--- src/rtl/sw_alloc_rr_if.sv ---
// Switch allocator port bundle: per-input request/flit, per-output registered flit and grant.
// Index order everywhere is L, W, E, S.
interface sw_alloc_rr_if #(
    parameter int DATASIZE = 40
);
    logic                L_valid_in, W_valid_in, E_valid_in, S_valid_in;
    logic [3:0]          L_label, W_label, E_label, S_label;
    logic [DATASIZE-1:0] L_data_in, W_data_in, E_data_in, S_data_in;
    logic                W_full, E_full, S_full;
    logic                L_ready, W_ready, E_ready, S_ready;
    logic [DATASIZE-1:0] L_data_out, W_data_out, E_data_out, S_data_out;
    logic                L_valid_out, W_valid_out, E_valid_out, S_valid_out;
    logic                err_label;

    modport slave (
        input  L_valid_in, W_valid_in, E_valid_in, S_valid_in,
        input  L_label, W_label, E_label, S_label,
        input  L_data_in, W_data_in, E_data_in, S_data_in,
        input  W_full, E_full, S_full,
        output L_ready, W_ready, E_ready, S_ready,
        output L_data_out, W_data_out, E_data_out, S_data_out,
        output L_valid_out, W_valid_out, E_valid_out, S_valid_out,
        output err_label
    );

    modport master (
        output L_valid_in, W_valid_in, E_valid_in, S_valid_in,
        output L_label, W_label, E_label, S_label,
        output L_data_in, W_data_in, E_data_in, S_data_in,
        output W_full, E_full, S_full,
        input  L_ready, W_ready, E_ready, S_ready,
        input  L_data_out, W_data_out, E_data_out, S_data_out,
        input  L_valid_out, W_valid_out, E_valid_out, S_valid_out,
        input  err_label
    );
endinterface

--- src/rtl/sw_alloc_rr.sv ---
// 4x4 round-robin switch allocator: combinational grant/ready, flit registered on the grant edge.
// Latency 1 cycle ready->valid_out; a full output issues no grant and its requesters see ready=0.
module sw_alloc_rr #(
    parameter int DATASIZE = 40
) (
    input  logic            clk,
    input  logic            rst,
    sw_alloc_rr_if.slave    bus
);
    logic [3:0]          vin;
    logic [3:0]          lab     [4];
    logic [DATASIZE-1:0] din     [4];
    logic [3:0]          blk;
    logic [3:0]          legal;
    logic [3:0]          illegal;
    logic [3:0]          req     [4];
    logic [3:0]          gnt     [4];
    logic [3:0]          ready;

    logic [1:0]          ptr_q   [4];
    logic [1:0]          ptr_d   [4];
    logic [DATASIZE-1:0] data_q  [4];
    logic [DATASIZE-1:0] data_d  [4];
    logic [3:0]          valid_q;
    logic [3:0]          valid_d;
    logic                err_q;
    logic                err_d;

    assign vin    = {bus.S_valid_in, bus.E_valid_in, bus.W_valid_in, bus.L_valid_in};
    assign lab[0] = bus.L_label;
    assign lab[1] = bus.W_label;
    assign lab[2] = bus.E_label;
    assign lab[3] = bus.S_label;
    assign din[0] = bus.L_data_in;
    assign din[1] = bus.W_data_in;
    assign din[2] = bus.E_data_in;
    assign din[3] = bus.S_data_in;
    // The local port always drains, so it is never blocked.
    assign blk    = {bus.S_full, bus.E_full, bus.W_full, 1'b0};

    always_comb begin
        legal   = '0;
        illegal = '0;
        for (int o = 0; o < 4; o++) req[o] = '0;
        for (int i = 0; i < 4; i++) begin
            legal[i]   = vin[i] && $onehot(lab[i]) && !lab[i][i];
            illegal[i] = vin[i] && !legal[i];
            for (int o = 0; o < 4; o++) req[o][i] = legal[i] && lab[i][o];
        end
    end

    always_comb begin
        logic       found;
        logic [1:0] idx;
        ready = '0;
        found = 1'b0;
        idx   = '0;
        for (int o = 0; o < 4; o++) begin
            gnt[o]   = '0;
            ptr_d[o] = ptr_q[o];
            found    = 1'b0;
            // Grants are suppressed while in reset so ready reads 0 immediately.
            if (!blk[o] && !rst) begin
                for (int k = 0; k < 4; k++) begin
                    idx = ptr_q[o] + 2'(k);
                    if (!found && req[o][idx]) begin
                        found       = 1'b1;
                        gnt[o][idx] = 1'b1;
                        ptr_d[o]    = idx + 2'd1;
                    end
                end
            end
            ready = ready | gnt[o];
        end
    end

    always_comb begin
        for (int o = 0; o < 4; o++) begin
            valid_d[o] = |gnt[o];
            data_d[o]  = data_q[o];
            for (int i = 0; i < 4; i++) begin
                if (gnt[o][i]) data_d[o] = din[i];
            end
        end
        err_d = err_q | (|illegal);
    end

    always_ff @(posedge clk or posedge rst) begin
        if (rst) begin
            for (int o = 0; o < 4; o++) begin
                ptr_q[o]  <= '0;
                data_q[o] <= '0;
            end
            valid_q <= '0;
            err_q   <= 1'b0;
        end else begin
            for (int o = 0; o < 4; o++) begin
                ptr_q[o]  <= ptr_d[o];
                data_q[o] <= data_d[o];
            end
            valid_q <= valid_d;
            err_q   <= err_d;
        end
    end

    assign bus.L_ready     = ready[0];
    assign bus.W_ready     = ready[1];
    assign bus.E_ready     = ready[2];
    assign bus.S_ready     = ready[3];
    assign bus.L_data_out  = data_q[0];
    assign bus.W_data_out  = data_q[1];
    assign bus.E_data_out  = data_q[2];
    assign bus.S_data_out  = data_q[3];
    assign bus.L_valid_out = valid_q[0];
    assign bus.W_valid_out = valid_q[1];
    assign bus.E_valid_out = valid_q[2];
    assign bus.S_valid_out = valid_q[3];
    assign bus.err_label   = err_q;
endmodule

--- src/flat_wrapper.sv ---
// flat-port wrapper written by rule: the top's interface ports become plain ports
module sw_alloc_rr_flat 
#(
    parameter int DATASIZE = 40
)
  (clk, rst, bus_L_valid_in, bus_W_valid_in, bus_E_valid_in, bus_S_valid_in, bus_L_label, bus_W_label, bus_E_label, bus_S_label, bus_L_data_in, bus_W_data_in, bus_E_data_in, bus_S_data_in, bus_W_full, bus_E_full, bus_S_full, bus_L_ready, bus_W_ready, bus_E_ready, bus_S_ready, bus_L_data_out, bus_W_data_out, bus_E_data_out, bus_S_data_out, bus_L_valid_out, bus_W_valid_out, bus_E_valid_out, bus_S_valid_out, bus_err_label);
  sw_alloc_rr_if #(.DATASIZE(DATASIZE)) bus_i ();
  input  logic clk;
  input  logic rst;
  input wire logic [$bits(bus_i.L_valid_in)-1:0] bus_L_valid_in;
  input wire logic [$bits(bus_i.W_valid_in)-1:0] bus_W_valid_in;
  input wire logic [$bits(bus_i.E_valid_in)-1:0] bus_E_valid_in;
  input wire logic [$bits(bus_i.S_valid_in)-1:0] bus_S_valid_in;
  input wire logic [$bits(bus_i.L_label)-1:0] bus_L_label;
  input wire logic [$bits(bus_i.W_label)-1:0] bus_W_label;
  input wire logic [$bits(bus_i.E_label)-1:0] bus_E_label;
  input wire logic [$bits(bus_i.S_label)-1:0] bus_S_label;
  input wire logic [$bits(bus_i.L_data_in)-1:0] bus_L_data_in;
  input wire logic [$bits(bus_i.W_data_in)-1:0] bus_W_data_in;
  input wire logic [$bits(bus_i.E_data_in)-1:0] bus_E_data_in;
  input wire logic [$bits(bus_i.S_data_in)-1:0] bus_S_data_in;
  input wire logic [$bits(bus_i.W_full)-1:0] bus_W_full;
  input wire logic [$bits(bus_i.E_full)-1:0] bus_E_full;
  input wire logic [$bits(bus_i.S_full)-1:0] bus_S_full;
  output wire logic [$bits(bus_i.L_ready)-1:0] bus_L_ready;
  output wire logic [$bits(bus_i.W_ready)-1:0] bus_W_ready;
  output wire logic [$bits(bus_i.E_ready)-1:0] bus_E_ready;
  output wire logic [$bits(bus_i.S_ready)-1:0] bus_S_ready;
  output wire logic [$bits(bus_i.L_data_out)-1:0] bus_L_data_out;
  output wire logic [$bits(bus_i.W_data_out)-1:0] bus_W_data_out;
  output wire logic [$bits(bus_i.E_data_out)-1:0] bus_E_data_out;
  output wire logic [$bits(bus_i.S_data_out)-1:0] bus_S_data_out;
  output wire logic [$bits(bus_i.L_valid_out)-1:0] bus_L_valid_out;
  output wire logic [$bits(bus_i.W_valid_out)-1:0] bus_W_valid_out;
  output wire logic [$bits(bus_i.E_valid_out)-1:0] bus_E_valid_out;
  output wire logic [$bits(bus_i.S_valid_out)-1:0] bus_S_valid_out;
  output wire logic [$bits(bus_i.err_label)-1:0] bus_err_label;
  assign bus_i.L_valid_in = bus_L_valid_in;
  assign bus_i.W_valid_in = bus_W_valid_in;
  assign bus_i.E_valid_in = bus_E_valid_in;
  assign bus_i.S_valid_in = bus_S_valid_in;
  assign bus_i.L_label = bus_L_label;
  assign bus_i.W_label = bus_W_label;
  assign bus_i.E_label = bus_E_label;
  assign bus_i.S_label = bus_S_label;
  assign bus_i.L_data_in = bus_L_data_in;
  assign bus_i.W_data_in = bus_W_data_in;
  assign bus_i.E_data_in = bus_E_data_in;
  assign bus_i.S_data_in = bus_S_data_in;
  assign bus_i.W_full = bus_W_full;
  assign bus_i.E_full = bus_E_full;
  assign bus_i.S_full = bus_S_full;
  assign bus_L_ready = bus_i.L_ready;
  assign bus_W_ready = bus_i.W_ready;
  assign bus_E_ready = bus_i.E_ready;
  assign bus_S_ready = bus_i.S_ready;
  assign bus_L_data_out = bus_i.L_data_out;
  assign bus_W_data_out = bus_i.W_data_out;
  assign bus_E_data_out = bus_i.E_data_out;
  assign bus_S_data_out = bus_i.S_data_out;
  assign bus_L_valid_out = bus_i.L_valid_out;
  assign bus_W_valid_out = bus_i.W_valid_out;
  assign bus_E_valid_out = bus_i.E_valid_out;
  assign bus_S_valid_out = bus_i.S_valid_out;
  assign bus_err_label = bus_i.err_label;
  sw_alloc_rr #(.DATASIZE(DATASIZE)) u_core (.clk(clk), .rst(rst), .bus(bus_i));
endmodule
--- config.mk ---
export PLATFORM = sky130hd
export DESIGN_NAME = sw_alloc_rr_flat
export DESIGN_NICKNAME = d
export VERILOG_FILES = /design/src/rtl/sw_alloc_rr_if.sv /design/src/rtl/sw_alloc_rr.sv /design/src/flat_wrapper.sv
export SDC_FILE = /design/constraint.sdc
export NUM_CORES = 1
export LEC_CHECK = 0
export CAP_MARGIN = 0
export CORE_UTILIZATION = 45
export DETAILED_ROUTE_END_ITERATION = 6
export PLACE_DENSITY = 0.75
export SKIP_CTS_REPAIR_TIMING = 1
export SYNTH_ARGS = -nofsm -noshare
export SYNTH_HDL_FRONTEND = slang
export SYNTH_SLANG_ARGS = --single-unit
--- constraint.sdc ---
create_clock -name clk -period 5.4 [get_ports clk]
set_input_delay 0.54 -clock clk [delete_from_list [all_inputs] [get_ports clk]]
set_output_delay 0.54 -clock clk [all_outputs]
set_load 0.005 [all_outputs]
# Yosys cells after proc, flatten, opt, wreduce, memory -nomap -nowiden
# Cells that the tools add are included.
[word_totals]
register_bits = 173
in_bits = 185
output_inout_bits = 169
[op_classes]
magnitude_cmp = 32
add_sub_neg = 36
bitwise_logic = 17
muxes = 152
n_eq_ne = 4
reduce_logical = 100
[op_table]
columns = ["op", "count"]
rows = [
  ["$mux 40", 16],
  ["$mux 4", 32],
  ["$or 4x4->4", 15],
  ["$logic_and 1x1->1", 59],
  ["$mux 1", 56],
  ["$lt 2x3->1 const B", 16],
  ["$add 2x1->2 const B", 16],
  ["$bmux 1 s2", 16],
  ["$demux 1 s2", 16],
  ["$ge 2x1->1 const B", 16],
  ["$mux 2", 16],
  ["$reduce_bool 4->1", 8],
  ["$logic_not 1->1", 24],
  ["$reduce_or 4->1", 5],
  ["$add 1x1->2", 8],
  ["$add 2x2->2 const B", 8],
  ["$add 3x3->3", 4],
  ["$eq 3x1->1 const B", 4],
  ["$reduce_and 2->1", 4],
  ["$not 1->1", 1],
  ["$or 1x1->1", 1],
]

# Depth between registers and ports, before layout
# Gate-level depths: netlist of run 1.
[depth]
ltp_word = 26
mapped_depth = 16

# Least setup slack after synthesis of run 1
# OpenSTA, ideal clock, no wires.
[synth_timing]
path_type = "input to output"
from = "input port bus_L_label[2]"
to = "output port bus_E_ready"
cell_stages = 14
arrival_time_ns = 4.053
path_buffers = 3
path_slack_ns = 0.807
cell_sequence = "ha_1 > ha_1 > fa_1 > nor4b_4 > nand3_1 > and4_1 > or3_1 > clkbuf_1 > a32o_1 > or3_1 > clkbuf_1 > clkbuf_1 > a211oi_1 > o21ai_0"
[synth_between]
elab_chain_cells = 25
[synth_lines]
columns = ["element", "line_no", "text"]
rows = [
  ["start, declared", "flat_wrapper.sv:14", "input wire logic [$bits(bus_i.L_label)-1:0] bus_L_label;"],
  ["$add 1x1->2 (not written as such)", "sw_alloc_rr.sv:46", "legal[i] = vin[i] && $onehot(lab[i]) && !lab[i][i];"],
  ["$add 3x3->3 (not written as such)", "sw_alloc_rr.sv:46", ""],
  ["$eq 3x1->1", "sw_alloc_rr.sv:46", ""],
  ["$logic_and 1x1->1 (2 in series)", "sw_alloc_rr.sv:46", ""],
  ["$logic_and 1x1->1", "sw_alloc_rr.sv:48", "for (int o = 0; o < 4; o++) req[o][i] = legal[i] && lab[i][o];"],
  ["$bmux 1 s2", "sw_alloc_rr.sv:66", "if (!found && req[o][idx]) begin"],
  ["$mux 1 (not written as such)", "sw_alloc_rr.sv:66", ""],
  ["$mux 1", "sw_alloc_rr.sv:66", ""],
  ["[7 not listed]", "n/a", ""],
  ["$mux 1", "sw_alloc_rr.sv:66", ""],
  ["$mux 1", "sw_alloc_rr.sv:63", "if (!blk[o] && !rst) begin"],
  ["$logic_not 1->1", "sw_alloc_rr.sv:66", ""],
  ["$logic_and 1x1->1", "sw_alloc_rr.sv:66", ""],
  ["$mux 4", "sw_alloc_rr.sv:66", ""],
  ["$mux 4", "sw_alloc_rr.sv:63", ""],
  ["$or 4x4->4 (2 in series)", "sw_alloc_rr.sv:73", "ready = ready | gnt[o];"],
  ["$or 4x4->4 *", "sw_alloc_rr.sv:73", ""],
  ["end, declared", "flat_wrapper.sv:27", "output wire logic [$bits(bus_i.E_ready)-1:0] bus_E_ready;"],
]
# Mark *: on every way between the ends. The rest lies on a longest branch, timed or not. The select of a mux whose other input is x is not followed.

# Worst setup path after layout of run 1
[layout_timing]
from = "input port bus_E_label[2]"
to = "output port bus_S_ready"
[layout_between]
elab_chain_cells = 25
[layout_lines]
columns = ["element", "line_no", "text"]
rows = [
  ["start, declared", "flat_wrapper.sv:16", "input wire logic [$bits(bus_i.E_label)-1:0] bus_E_label;"],
  ["$add 1x1->2 (not written as such)", "sw_alloc_rr.sv:46", ""],
  ["$add 3x3->3 (not written as such)", "sw_alloc_rr.sv:46", ""],
  ["$eq 3x1->1", "sw_alloc_rr.sv:46", ""],
  ["$logic_and 1x1->1 (2 in series)", "sw_alloc_rr.sv:46", ""],
  ["$logic_and 1x1->1", "sw_alloc_rr.sv:48", ""],
  ["$bmux 1 s2", "sw_alloc_rr.sv:66", ""],
  ["$mux 1 (not written as such)", "sw_alloc_rr.sv:66", ""],
  ["$mux 1", "sw_alloc_rr.sv:66", ""],
  ["[7 not listed]", "n/a", ""],
  ["$mux 1", "sw_alloc_rr.sv:66", ""],
  ["$mux 1", "sw_alloc_rr.sv:63", ""],
  ["$logic_not 1->1", "sw_alloc_rr.sv:66", ""],
  ["$logic_and 1x1->1", "sw_alloc_rr.sv:66", ""],
  ["$mux 4", "sw_alloc_rr.sv:66", ""],
  ["$mux 4", "sw_alloc_rr.sv:63", ""],
  ["$or 4x4->4 (2 in series)", "sw_alloc_rr.sv:73", ""],
  ["$or 4x4->4 *", "sw_alloc_rr.sv:73", ""],
  ["end, declared", "flat_wrapper.sv:28", "output wire logic [$bits(bus_i.S_ready)-1:0] bus_S_ready;"],
]
# Marked as above.

==> results of run 1 <==
==> metal layers <==
layer  GRT usage [%]  part of all wire (%)  up-vias  wire [um]
li1                -                     -     6754          -
met1            49.6                    38     7580      23100
met2            61.0                    45     1281      27400
met3            6.88                    11      253       6420
met4            20.7                   5.6        0       3380
met5               0                     0        -          0
==> metrics by stage <==
step | power [mW] | setup TNS [ns] | util [%]
after floorplan | 3.99 | 0 | -
after global placement | 6.09 | 0 | 60.7
after detailed placement | 6.15 | 0 | 60.7
after CTS | 7.55 | -0.0117 | 62.8
after global routing | 8.01 | -0.0416 | 63.0
final | 7.63 | 0 | 63.0
==> power by group through the flow <==
stage	clock [mW]	sequential, mW	combinational (mW)
3_3_place_gp	0	2.39	3.70
2_1_floorplan	0	2.31	1.68
6_report	1.40	2.40	3.83
3_5_place_dp	0	2.40	3.75
5_1_grt	1.45	2.46	4.10
4_1_cts	1.40	2.38	3.77
==> synth_stat cells (5+ instances only) <==
library cell,number,area (um2)
a221oi_1,83,727
and4_1,7,61.3
ha_1,41,513
dfrtp_1,173,4330
a31oi_1,10,62.6
a211oi_1,80,601
a21oi_1,83,415
nand3_1,21,105
clkbuf_1,134,503
and2_1,13,81.3
or3_1,7,43.8
or2_2,6,37.5
o21ai_0,29,145
o22ai_1,85,532
o2111ai_1,5,43.8
o2bb2ai_1,40,350
o21bai_1,41,308
nor3_1,78,390
inv_1,118,443
a22o_1,5,43.8
buf_2,22,110
nor4_1,45,282
o31ai_1,45,338
and3_1,12,75.1
nand2_1,19,71.3
mux2i_1,111,1110
a2111oi_0,21,184
nand3b_1,41,308
o21ai_1,5,25.0
o311ai_0,42,368
nor2_1,29,109
o31a_1,6,52.6
==> cells by family after synthesis <==
logic type	share of synthesized area [%]
flip-flops	31.9
buffers and inverters	8.03
AO/OA/AOI/OAI	33.8
AND/OR/NAND/NOR	13.6
multiplexers	8.35
adder cells (fa/ha/maj)	4.37
==> worst paths after layout <==
| kind | startpoint | end | slack (ns) | cells past startpoint |
|---|---|---|---|---|
| min in group asynchronous | rst | u_core.valid_q[2]$_DFF_PP0_ | 0.65 | 3 |
| hold / removal | u_core.bus.W_data_out[1]$_DFFE_PP0P_ | u_core.bus.W_data_out[1]$_DFFE_PP0P_ | 0.49 | 1 |
| max in group asynchronous | rst | u_core.bus.L_data_out[37]$_DFFE_PP0P_ | 3.29 | 4 |
| setup / recovery | bus_E_label[2] | bus_S_ready | 0.05 | 13 |
| setup reg to reg | u_core.ptr_q[2]$_DFFE_PP0P_ | u_core.bus.E_data_out[15]$_DFFE_PP0P_ | 1.10 | 13 |
| hold reg to reg | u_core.bus.W_data_out[1]$_DFFE_PP0P_ | u_core.bus.W_data_out[1]$_DFFE_PP0P_ | 0.49 | 1 |
==> registers in the layout (all words and copies together) (netlist names) <==
register	flops
u_core.bus.S_data_out	40
u_core.bus.err_label	1
u_core.bus.W_data_out	40
u_core.valid_q	4
u_core.bus.L_data_out	40
u_core.bus.E_data_out	40
u_core.ptr_q	8
==> critical path, cell delays in order <==
cell and delay (ns):
clkdlybuf4s50_1 0.47, ha_1 0.33, ha_1 0.22, fa_1 0.45, or4b_1 0.63, buf_4 0.20
or3_1 0.41, nor3_2 0.18, o31a_1 0.22, o21ai_0 0.19, a21o_2 0.26, nand4b_1 0.11
clkdlybuf4s50_1 0.58
==> area by class of cell <==
| class | instances | area share [%] |
|---|---|---|
| multi-input combinational | 1092 | 44.9 |
| timing repair buffer | 442 | 23.5 |
| sequential | 173 | 23.2 |
| tap | 390 | 2.61 |
| inverter | 119 | 2.43 |
| clock buffer | 17 | 2.28 |
| clock inverter | 13 | 1.09 |
==> qor.yml, run 1 <==
final_layout:
  diodes: 0
  regArea_mm2: 0.00433
  layout.cells.most_common: "clkdlybuf4s50_1"
  layout-drive-gt1-share_pct: 9.70
  instances_no_fill: 2246
  area_growth_syn_to_layout_pct: 37.5
  nets: 2075
  multi_input_comb_area_mm2: 0.00838
  final_cell_mix: "350 x clkdlybuf4s50_1, 173 x dfrtp_1, 118 x inv_1"
  final_area_mm2: 0.0187
  fillers: 2533
timing:
  slew_viol_final: 0
  setup_viol: 0
  fmax_mhz: 187
  worstMarginPinSlew_ns: 0.949
  hold_slack_ns: 0.489
  finalHoldViolations: 0
  fin_crit_sh_pct: 99.1
  fin_skew_ns: 0.0113
  rsz0062_at_grt: "yes"
  slew_headroom_pct: 36.7
  worst_slack_ns: 0.0485
  fin_crit_ns: 5.35
place:
  place_inst: 2216
  place_hpwl_um: 39400
  placed_area_mm2: 0.0180
  place.gp.congestion: 0.962
  io_buffers: 353
  dp_slack_ns: 0.00137
clock_tree:
  root_buffer: "clkbuf_16"
  cts_tree: "yes"
  cts_made_buffers: 17
  htreeDepth: 4
  cts_buffer_depth: 2
  clk_pin_slew_worst_paths_ns: 0.07
  cts.sinks: 173
  insertion_delay_ns: 0.44
floorplanning:
  die_w_um: 176
  initial_core_util_pct: 45.8
  die_area_mm2: 0.0309
  dieHeight_um: 176
  io_pins: 354
  rows: 63
  core_area_mm2: 0.0296
critical_path:
  start_kind: "input pin"
  worstPathRequired_ns: 4.86
  crit_arrival_ns: 4.81
  cp_max_fo: 4
  worstSetupEndpointType: "primary output"
  worstSetupPathType: "in2out"
logic_synthesis:
  synth_ff_type: "dfrtp_1"
  synthCells: 1545
  async_flop_share_pct: 100
  ys_types: 73
  yosysSeqAreaShare_pct: 31.9
  syn_area_mm2: 0.0136
  yosys_warnings: 0
  synth-edff-count: 0
  synth_seq_cells: 173
  synth_nets: 1775
  synth_area_per_cell_um2: 8.79
job:
  cap_viol_max_count: 0
run_status:
  status: "completed"
power:
  leakage_nw: 8.25
  p_switching_mw: 2.86
  power_density_mw_per_mm2: 409
  p_sw_share_pct: 37.5
  combPwrFrac_pct: 50.2
  power_frac_clock_pct: 18.3
  p_seq_share_pct: 31.5
  ir_drop_uv: 243
  power.internal_mw: 4.77
global_routing:
  overflow: 0
  grt_pass1_vias: 15400
  grt_max_degree: 115
  grt_pass1_wl_um: 91500
  track_usage_pct: 38.4
  antenna_found_initial: 0
routing:
  drc: 0
  postRouteWirelength_um: 60400
  wl_per_cell_um: 26.9
  drtIter0Drc: 2106
  firstDrtPassIters: 6
  vias: 15900
  detail-route-antenna-nets: 0
  via_per_inst: 7.07
min_path:
  min_path_type: "reg2reg"
No activity file was read; power rests on OpenSTA's default activity.
==> inputs of run 2 (changes only) <==
--- a/config.mk
+++ b/config.mk
@@ -9,6 +9,7 @@
 export CORE_UTILIZATION = 45
 export DETAILED_ROUTE_END_ITERATION = 6
 export PLACE_DENSITY = 0.75
+export RECOVER_POWER = 50
 export SKIP_CTS_REPAIR_TIMING = 1
 export SYNTH_ARGS = -nofsm -noshare
 export SYNTH_HDL_FRONTEND = slang
==> constraint.sdc (replaced) <==
create_clock -name clk -period 5.4 [get_ports clk]
set_input_delay 1.08 -clock clk [delete_from_list [all_inputs] [get_ports clk]]
set_output_delay 1.08 -clock clk [all_outputs]
set_load 0.005 [all_outputs]
==> run 2 against run 1 <==
  * The run now ends with capacitance limit, slew limit, setup timing left
  * Sequential share of layout area shrank 1.1 points
  * Clock skew is 0.0024 ns lower
  * Routed wire length rose by 4.4%
  * Global-route usage increased by 1.5 points
  * Worst hold slack got worse by 0.0042 ns
  * Non-clock buffer count up 86
  * Maximum frequency fell by 2.1%
  * Utilization up 3.3 points
  * Sequential power down 2%
  * Die area is the same
  * Count of clock-buffer cells in the layout is 4 higher
  * Critical endpoint is now bus_E_ready
==> qor.yml, run 2 (synthesized netlist as in run 1, its figures left out) <==
critical_path:
  worstSetupEndpointType: "primary output"  # unchanged
  worstPathRequired_ns: 4.32  # was 4.86 ns
  worstSetupPathType: "in2out"  # unchanged
  crit_arrival_ns: 4.39  # was 4.81 ns
  start_kind: "input pin"  # unchanged
  cp_max_fo: 3  # was 4
  r2r-start: "u_core.ptr_q[3]$_DFFE_PP0P_"  # was u_core.ptr_q[2]$_DFFE_PP0P_
  cp-startpoint: "bus_L_label[3]"  # was bus_E_label[2]
clock_tree:
  root_buffer: "clkbuf_16"  # unchanged
  cts_made_buffers: 17  # unchanged
  insertion_delay_ns: 0.45  # was 0.44 ns
  htreeDepth: 4  # unchanged
  clk_pin_slew_worst_paths_ns: 0.07  # about the same
  cts_tree: "yes"  # unchanged
  cts_buffer_depth: 2  # unchanged
  cts.sinks: 173  # unchanged
floorplanning:
  die_area_mm2: 0.0309  # unchanged
  dieHeight_um: 176  # unchanged
  core_area_mm2: 0.0296  # unchanged
  die_w_um: 176  # unchanged
  io_pins: 354  # unchanged
  initial_core_util_pct: 45.8  # unchanged
  rows: 63  # unchanged
timing:
  worst_slack_ns: -0.0680  # was 0.0485 ns
  worstMarginPinSlew_ns: 1.64  # was 0.949 ns
  slew_viol_final: 63  # was 0
  fin_crit_sh_pct: 101  # was 99.1%
  fmax_mhz: 183  # was 187 MHz
  setup_tns_ns: -0.0840  # was 0 ns
  finalHoldViolations: 0  # unchanged
  setup_viol: 2  # was 0
  fin_crit_ns: 5.47  # was 5.35 ns
  rsz0062_at_grt: "yes"  # unchanged
  fin_skew_ns: 0.00886  # was 0.0113 ns
  slew_headroom_pct: -9.42  # was 36.7%
global_routing:
  track_usage_pct: 39.9  # was 38.4%
  grt_max_degree: 83  # was 115
  antenna_found_initial: 0  # unchanged
  overflow: 0  # unchanged
  grt_util_met1_pct: 49.5  # was 49.6%
  grt_pass1_wl_um: 95100  # was 91500 um
  grt_pass1_vias: 16200  # was 15.4k
  grt_busiest_layer: "met2"  # unchanged
  use_met2_pct: 62.3  # was 61.0%
  gr-usage-met3_pct: 9.78  # was 6.88%
place:
  place_hpwl_um: 40700  # was 39400 um
  place_inst: 2290  # was 2216
  placed_area_mm2: 0.0186  # was 0.0180 mm2
  place.gp.congestion: 0.967  # was 0.962
  io_buffers: 353  # unchanged
final_layout:
  final_util_pct: 66.2  # was 63.0%
  final_cell_mix: "175 x clkdlybuf4s50_1, 173 x dfrtp_1, 157 x dlygate4sd3_1"  # was 350 x clkdlybuf4s50_1, 173 x dfrtp_1, 118 x inv_1
  layout.cells.most_common: "clkdlybuf4s50_1"  # unchanged
  area_growth_syn_to_layout_pct: 44.6  # was 37.5%
  diodes: 0  # unchanged
  instances_no_fill: 2332  # was 2246
  nets: 2161  # was 2075
  final_area_mm2: 0.0196  # was 0.0187 mm2
  layout-drive-gt1-share_pct: 16.8  # was 9.70%
  fillers: 2428  # was 2533
job:
  cap_viol_max_count: 1  # was 0
power:
  ir_drop_uv: 247  # was 243 uV
  leakage_nw: 8.81  # was 8.25 nW
  power_mw: 7.55  # was 7.63 mW
  power_density_mw_per_mm2: 384  # was 409 mW/mm2
routing:
  drc: 0  # unchanged
  drtIter0Drc: 2038  # was 2106
  postRouteWirelength_um: 63000  # was 60400 um
  firstDrtPassIters: 6  # unchanged
  via_per_inst: 6.98  # was 7.07
  wl_per_cell_um: 27.0  # was 26.9 um
  vias: 16300  # was 15.9k
  detail-route-antenna-nets: 0  # unchanged
min_path:
  min_path_type: "reg2reg"  # unchanged
  holdCritStartpoint: "u_core.bus.W_data_out[35]$_DFFE_PP0P_"  # was u_core.bus.W_data_out[1]$_DFFE_PP0P_
run_status:
  status: "complete, but fails checks"  # was completed
  violations: "capacitance limit, slew limit, setup timing"
==> run 2: cell types whose count changed in the layout (fill, tap and decap cells not counted), moves of 6 or more <==
| cell | change |
|---|---|
| buf_4 | +75 |
| buf_6 | +8 |
| clkbuf_2 | +8 |
| clkdlybuf4s50_1 | -175 |
| dlygate4sd3_1 | +157 |
| ha_1 | -6 |
==> run 2: final cells by class <==
cell class	count	area, um2	share of cell area [%]
clock buffer	21	470	2.40
multi-input combinational	1092	8650	44.0
inverter	119	454	2.31
tap	390	488	2.49
clock inverter	9	159	0.809
timing repair buffer	528	5080	25.9
sequential	173	4330	22.0
==> run 2: critical path, cell delays in order <==
cell and delay (ns):
buf_8 0.10, ha_4 0.24, ha_4 0.16, fa_1 0.47
buf_6 0.14, nor4b_4 0.30, nand3_2 0.16, and4_1 0.23
or3_4 0.38, a32o_2 0.24, or3_4 0.40, a211oi_2 0.23
o21ai_2 0.11, clkbuf_2 0.13
==> run 2: worst paths after layout <==
check | cells after the start | to | slack (ns)
worst min-delay path | 1 | u_core.bus.W_data_out[35]$_DFFE_PP0P_ | 0.49
min in group asynchronous | 3 | u_core.bus.S_data_out[0]$_DFFE_PP0P_ | 1.10
worst max register to register | 13 | u_core.bus.E_data_out[16]$_DFFE_PP0P_ | 0.91
max in group asynchronous | 4 | u_core.bus.L_data_out[28]$_DFFE_PP0P_ | 2.37
worst max-delay path | 14 | bus_E_ready | -0.07
worst min register to register | 1 | u_core.bus.W_data_out[35]$_DFFE_PP0P_ | 0.49
==> run 2: metrics by stage <==
stage | hold slack [ns] | worst slack (ns)
5_1_grt | 0.497 | -0.144
2_1_floorplan | 0.479 | 0.00260
3_5_place_dp | 0.473 | -0.963
6_report | 0.485 | -0.0680
3_3_place_gp | 0.471 | -0.897
4_1_cts | 0.493 | -0.992
==> run 2: routing by layer <==
| metal | part of all wire, % | vias up |
|---|---|---|
| met1 | 37 | 7768 |
| met2 | 45 | 1292 |
| li1 | - | 6916 |
| met4 | 6.4 | 0 |
| met5 | 0 | - |
| met3 | 11 | 305 |
==> run 2: report_power, final <==
group / switching [mW] / internal [mW]
Sequential: 0.425 / 1.92
Clock: 0.560 / 0.810
Combinational: 1.87 / 1.96
Total: 2.86 / 4.69
